File: src/rtl/sram_boot_loader.sv
// sram_boot_loader: holds the core in reset, owns the SRAM bus and writes a
// byte-streamed image (addr_hi, addr_lo, len_hi, len_lo, data...) into SRAM,
// then releases the bus and the core.
// Optional build macro SRAM_BOOT_LOADER_CHECKSUM_EN adds a trailing 8-bit
// modulo-sum byte that must match the data bytes, else the loader stops in ERROR.
module sram_boot_loader #(
  parameter int ADDR_W    = 16,
  parameter int WE_CYCLES = 2
) (
  input  logic              clk,
  input  logic              reset,
  input  logic [7:0]        in_data,
  input  logic              in_valid,
  output logic              in_ready,
  input  logic              rearm,
  output logic              cpu_hold,
  output logic              bus_own,
  output logic [ADDR_W-1:0] sram_addr,
  output logic [7:0]        sram_wdata,
  output logic              sram_wdata_oe,
  output logic              sram_not_ce,
  output logic              sram_not_oe,
  output logic              sram_not_we,
  output logic              done,
  output logic              error
);

  typedef enum logic [3:0] {
    S_HDR_AH    = 4'd0,
    S_HDR_AL    = 4'd1,
    S_HDR_LH    = 4'd2,
    S_HDR_LL    = 4'd3,
    S_DATA_WAIT = 4'd4,
    S_W_SETUP   = 4'd5,
    S_W_PULSE   = 4'd6,
    S_W_HOLD    = 4'd7,
    S_DONE      = 4'd8,
    S_ERROR     = 4'd9
`ifdef SRAM_BOOT_LOADER_CHECKSUM_EN
    , S_CKSUM   = 4'd10
`endif
  } state_t;

  // Where the stream goes once the last data byte (or an empty image) is done
`ifdef SRAM_BOOT_LOADER_CHECKSUM_EN
  localparam state_t S_END = S_CKSUM;
`else
  localparam state_t S_END = S_DONE;
`endif

  localparam logic [3:0] WE_M1 = 4'(WE_CYCLES - 1);

  state_t            r_state, w_state_nxt;
  logic [7:0]        r_addr_hi, r_len_hi;
  logic [ADDR_W-1:0] r_cur_addr, r_sram_addr;
  logic [15:0]       r_remain;
  logic [3:0]        r_we_cnt;
  logic [7:0]        r_sram_wdata;
  logic              r_in_ready, r_cpu_hold, r_bus_own, r_wdata_oe;
  logic              r_not_ce, r_not_we, r_done;
  logic              w_in_ready, w_run, w_wr, w_not_we, w_done;
  logic              w_xfer;
  logic [15:0]       w_len16, w_addr16;

  assign w_xfer   = in_valid & r_in_ready;
  assign w_len16  = {r_len_hi, in_data};
  assign w_addr16 = {r_addr_hi, in_data};

`ifdef SRAM_BOOT_LOADER_CHECKSUM_EN
  logic [7:0] r_sum;
  logic       r_error, w_error;
`endif

  // State register
  always_ff @(posedge clk or negedge reset) begin
    if (!reset) r_state <= S_HDR_AH;
    else        r_state <= w_state_nxt;
  end

  // Next-state logic
  always_comb begin
    w_state_nxt = r_state;
    case (r_state)
      S_HDR_AH:    if (w_xfer) w_state_nxt = S_HDR_AL;
      S_HDR_AL:    if (w_xfer) w_state_nxt = S_HDR_LH;
      S_HDR_LH:    if (w_xfer) w_state_nxt = S_HDR_LL;
      S_HDR_LL:    if (w_xfer) w_state_nxt = (w_len16 != 16'd0) ? S_DATA_WAIT : S_END;
      S_DATA_WAIT: if (w_xfer) w_state_nxt = S_W_SETUP;
      S_W_SETUP:   w_state_nxt = S_W_PULSE;
      S_W_PULSE:   if (r_we_cnt == 4'd0) w_state_nxt = S_W_HOLD;
      S_W_HOLD:    w_state_nxt = (r_remain != 16'd1) ? S_DATA_WAIT : S_END;
`ifdef SRAM_BOOT_LOADER_CHECKSUM_EN
      S_CKSUM:     if (w_xfer) w_state_nxt = (in_data == r_sum) ? S_DONE : S_ERROR;
`endif
      S_DONE,
      S_ERROR:     if (rearm) w_state_nxt = S_HDR_AH;
      default:     w_state_nxt = S_HDR_AH;
    endcase
  end

  // Output decode from the next state so registered outputs line up with it
  always_comb begin
    w_in_ready = (w_state_nxt == S_HDR_AH) || (w_state_nxt == S_HDR_AL) ||
                 (w_state_nxt == S_HDR_LH) || (w_state_nxt == S_HDR_LL) ||
                 (w_state_nxt == S_DATA_WAIT);
`ifdef SRAM_BOOT_LOADER_CHECKSUM_EN
    if (w_state_nxt == S_CKSUM) w_in_ready = 1'b1;
    w_error = (w_state_nxt == S_ERROR);
`endif
    w_wr     = (w_state_nxt == S_W_SETUP) || (w_state_nxt == S_W_PULSE) ||
               (w_state_nxt == S_W_HOLD);
    w_not_we = (w_state_nxt != S_W_PULSE);
    w_run    = (w_state_nxt != S_DONE);
    w_done   = (w_state_nxt == S_DONE);
  end

  // Registered control outputs; reset forces the bus idle immediately
  always_ff @(posedge clk or negedge reset) begin
    if (!reset) begin
      r_in_ready <= 1'b0;
      r_cpu_hold <= 1'b1;
      r_bus_own  <= 1'b1;
      r_wdata_oe <= 1'b0;
      r_not_ce   <= 1'b1;
      r_not_we   <= 1'b1;
      r_done     <= 1'b0;
    end else begin
      r_in_ready <= w_in_ready;
      r_cpu_hold <= w_run;
      r_bus_own  <= w_run;
      r_wdata_oe <= w_wr;
      r_not_ce   <= ~w_wr;
      r_not_we   <= w_not_we;
      r_done     <= w_done;
    end
  end

  // Header capture, address/length counters and write-pulse timer
  always_ff @(posedge clk or negedge reset) begin
    if (!reset) begin
      r_addr_hi    <= 8'd0;
      r_len_hi     <= 8'd0;
      r_cur_addr   <= '0;
      r_remain     <= 16'd0;
      r_we_cnt     <= 4'd0;
      r_sram_addr  <= '0;
      r_sram_wdata <= 8'd0;
    end else begin
      case (r_state)
        S_HDR_AH:    if (w_xfer) r_addr_hi <= in_data;
        S_HDR_AL:    if (w_xfer) r_cur_addr <= w_addr16[ADDR_W-1:0];
        S_HDR_LH:    if (w_xfer) r_len_hi <= in_data;
        S_HDR_LL:    if (w_xfer) r_remain <= w_len16;
        S_DATA_WAIT: if (w_xfer) begin
          r_sram_wdata <= in_data;
          r_sram_addr  <= r_cur_addr;
        end
        S_W_SETUP:   r_we_cnt <= WE_M1;
        S_W_PULSE:   if (r_we_cnt != 4'd0) r_we_cnt <= r_we_cnt - 4'd1;
        S_W_HOLD: begin
          r_cur_addr <= r_cur_addr + ADDR_W'(1);
          r_remain   <= r_remain - 16'd1;
        end
        default: ;
      endcase
    end
  end

`ifdef SRAM_BOOT_LOADER_CHECKSUM_EN
  // Running data sum (cleared on every entry to HDR_AH) and error flag
  always_ff @(posedge clk or negedge reset) begin
    if (!reset) begin
      r_sum   <= 8'd0;
      r_error <= 1'b0;
    end else begin
      r_error <= w_error;
      if (w_state_nxt == S_HDR_AH && r_state != S_HDR_AH) r_sum <= 8'd0;
      else if (r_state == S_DATA_WAIT && w_xfer)           r_sum <= r_sum + in_data;
    end
  end
  assign error = r_error;
`else
  assign error = 1'b0;
`endif

  assign in_ready      = r_in_ready;
  assign cpu_hold      = r_cpu_hold;
  assign bus_own       = r_bus_own;
  assign sram_addr     = r_sram_addr;
  assign sram_wdata    = r_sram_wdata;
  assign sram_wdata_oe = r_wdata_oe;
  assign sram_not_ce   = r_not_ce;
  assign sram_not_oe   = 1'b1;
  assign sram_not_we   = r_not_we;
  assign done          = r_done;

endmodule

File: config.mk
export PLATFORM = sky130hd
export DESIGN_NAME = sram_boot_loader
export DESIGN_NICKNAME = d
export VERILOG_FILES = /design/src/rtl/sram_boot_loader.sv
export SDC_FILE = /design/constraint.sdc
export NUM_CORES = 1
export LEC_CHECK = 0
export CORE_UTILIZATION = 27
export DETAILED_ROUTE_END_ITERATION = 8
export GPL_ROUTABILITY_DRIVEN = 0
export GPL_TIMING_DRIVEN = 0
export PLACE_DENSITY_LB_ADDON = 0.1
export SYNTH_ARGS = -nofsm -noshare
export SYNTH_HDL_FRONTEND = slang
export SYNTH_SLANG_ARGS = --single-unit
File: constraint.sdc
create_clock -name clk -period 2 [get_ports clk]
set_input_delay 0.4 -clock clk [delete_from_list [all_inputs] [get_ports clk]]
set_output_delay 0.4 -clock clk [all_outputs]
set_load 0.02 [all_outputs]
==> results.yml <==
run_status:
  outcome: "finished, violations left"
  violations: "negative setup slack"
run:
  max-cap-violations: 0
sta:
  hold_violations: 0
  min_period_ns: 2.009
  setup_violations: 1
  fin_skew_ns: 0.009685
  slew_violations: 0
  max_freq_mhz: 497.8
  post-route-period-util: 1.004
  layout_setup_ws_ns: -0.008991
  grt_setup_unrepaired: "yes"
floorplan:
  coreArea_mm2: 0.01475
  die_y_um: 125.9
  rows: 44
  io_pins: 45
  die_area_mm2: 0.01584
  dieWidth_um: 125.9
  initial_core_util: 0.2807
layout:
  final_common_cell: "dfrtp_1"
  nNetsFinal: 463
  syn2layout_area_growth_pct: 30.54
  drive_above_1_share: 0.2765
  seqCellArea_mm2: 0.002161
  insertedDiodeCount: 0
  fin_area_mm2: 0.005406
  final_cell_mix: "dfrtp_1 (79), clkdlybuf4s50_1 (37), mux2_2 (31)"
  multi_input_area_mm2: 0.001936
  fillers: 1484
  fin_util: 0.3664
logic_synthesis:
  synth_top_area_share: 0.5015
  syn_area_mm2: 0.004141
  synth-edff-count: 0
  syn_nets: 389
  yosysWarnings: 0
  dominantRegCellSynth: "dfrtp_1"
  synth.avg_cell_area_um2: 11.10
  yosys.cell_types.count: 63
  ys_seq_elements: 86
  ys_seq_area_frac: 0.5205
  synth_area_leaders: "dfrtp_1 (50%), mux2_2 (8.4%), mux2_1 (2.7%)"
  synthCells: 373
  async_flop_share: 1.000
  synth_top_area_cell: "dfrtp_1"
grt:
  grt_pass1_wl_um: 18230
  grt_overflow: 0
  antenna_found_initial: 0
  grt_start_max_net_pins: 54
  grt_pass1_vias: 3312
  grt_util_all_layers: 0.1518
routing:
  drt-total-wl_um: 11350
  first_iter_violations: 186
  drc: 0
  vias_per_cell: 5.094
  ant_nets: 0
  post_drt_wl_per_cell_um: 17.84
  firstDrtPassIters: 5
  num_vias: 3240
clock_tree:
  cts-htree-levels: 3
  clock_sinks: 86
  clkSlewWorstSetupHoldPaths_ns: 0.06
  insertion_delay_ns: 0.35
  clock_tree.root_cell: "clkbuf_16"
  cts_buffers: 9
  cts_tree: "done"
  cts_buffer_depth: 2
  cts_hold_buf: 0
worst_setup_path:
  critPathSlowestCell: "or4_4"
  required_ns: 2.27
  path_max_fanout: 4
  crit_chain: "or4_4 > nor4_4 > a31oi_2 > o211ai_2 > o2bb2ai_1"
  timing.rr.start: "r_remain[7]$_DFFE_PN0P_"
  crit_path_end_kind: "flop"
  worstSetupEndpoint: "r_we_cnt[1]$_DFFE_PN0P_"
  critPathLaunch: "r_remain[7]$_DFFE_PN0P_"
  critPathKind: "reg2reg"
  slowest_delay_ns: 0.54
  rr_endpoint: "r_we_cnt[1]$_DFFE_PN0P_"
  r2r_cells: 5
  r2r_slack_ns: -0.009
  arrival_ns: 2.28
  startpoint_type: "flop"
placed_design:
  port-buffer-count: 42
  place_area_mm2: 0.004817
  place_hpwl_um: 7574
pwr:
  powerDensity_mw_per_mm2: 1555
  ir_drop_v: 0.0006976
  power_leakage_uw: 0.002219
min_path:
  holdCritPathClass: "in2async"
synth_stat cells (3+ instances only):
master	n
o21ai_0	11
a221o_1	3
nand3_1	19
and4_1	3
o211ai_1	6
ha_1	4
o21a_1	3
o311ai_0	3
buf_2	9
dfrtp_1	83
a32oi_1	3
nand4_1	3
nor4_1	8
dfstp_2	3
nor4_4	3
nor2_1	26
and3_1	7
a21oi_1	12
mux2_2	31
a31oi_1	3
mux2_1	10
nand2_1	26
buf_4	3
inv_1	9
nor2b_1	3
a211oi_1	8
o21ai_1	5
a311oi_1	5
clkbuf_1	8
nor3_1	12
sequential cells by signal (all words and copies together) (netlist names):
signal / cells
in_ready: 1
r_we_cnt: 4
sram_wdata_oe: 1
r_cur_addr: 16
sram_not_ce: 1
sram_wdata: 8
sram_addr: 16
sram_not_we: 1
bus_own: 1
r_len_hi: 8
done: 1
r_remain: 16
r_state: 4
r_addr_hi: 8
repair_timing:
action | 4_1_cts | 5_1_grt
setup endpoints to repair | 60 | 46
pin swaps | 8 | 10
setup buffers | 12 | 8
resized for setup | 16 | 23
worst max-delay path, delay by kind of cell, from the launching register on:
kind	cells	cell delay, ns
DFF	1	0.43
AOI/OAI and AO/OA	3	0.54
and+or+nand+nor	2	0.96
per-layer routing:
layer / part of all wire / vias to the layer above / wire [um] / GRT usage
met5: 0 / - / 0 / 0
met4: 0.018 / 0 / 206 / 0.06591
met3: 0.037 / 11 / 425 / 0.03186
met2: 0.44 / 66 / 5026 / 0.2255
met1: 0.50 / 1620 / 5689 / 0.2131
li1: - / 1543 / - / -
area by class of cell:
type	count	share of cell area
Tap cell	184	0.04258
Inverter	11	0.007637
Buffer	20	0.02129
Multi-Input combinational cell	256	0.3580
Sequential cell	86	0.3997
Clock buffer	10	0.04420
Timing Repair Buffer	63	0.1136
Clock inverter	6	0.01296
stage by stage:
| stage | setup WS, ns | total power, uW | cells | TNS (ns) | hold slack (ns) |
|---|---|---|---|---|---|
| 2_1_floorplan | 0.1069 | 5145 | 373 | 0 | 0.1044 |
| 3_3_place_gp | -2.875 | 6297 | 599 | -275.66 | 0.4678 |
| 3_5_place_dp | -0.6532 | 6342 | 600 | -31.69 | 0.3963 |
| 4_1_cts | -0.1233 | 8370 | 628 | -0.4665 | 0.01094 |
| 5_1_grt | -0.08006 | 8989 | 636 | -0.2730 | 0.03823 |
| 6_report | -0.008991 | 8405 | 636 | -0.008991 | 0.009099 |
power breakdown:
part | total, uW | switching (uW) | leakage [uW] | internal (uW)
registers | 3250 | 688 | 0.00101 | 2560
logic | 3400 | 1730 | 0.00107 | 1670
clock network | 1750 | 741 | 0.000141 | 1010
total | 8400 | 3160 | 0.00222 | 5240
worst min path at each step:
stage	to	cells after the start	start	slack (ns)
global route	r_we_cnt[0]$_DFFE_PN0P_	1	reset	0.04
CTS	r_cur_addr[7]$_DFFE_PN0P_	1	reset	0.01
detailed placement	r_we_cnt[0]$_DFFE_PN0P_	1	reset	0.40
finish	r_we_cnt[0]$_DFFE_PN0P_	1	reset	0.009
global placement	sram_addr[1]$_DFFE_PN0P_	1	sram_addr[1]$_DFFE_PN0P_	0.47
floorplan	done$_DFF_PN0_	0	reset	0.10
logic make-up after synthesis:
kind of cell,Yosys count,share of synthesized area
adder cells (fa/ha/maj),4,0.01209
buffers and inverters,31,0.03353
other,2,0.001813
AO/OA/AOI/OAI,78,0.1347
multiplexers,41,0.1115
AND/OR/NAND/NOR,131,0.1858
flip-flops,86,0.5205
Note: power is estimated with default switching activity, not from simulation.
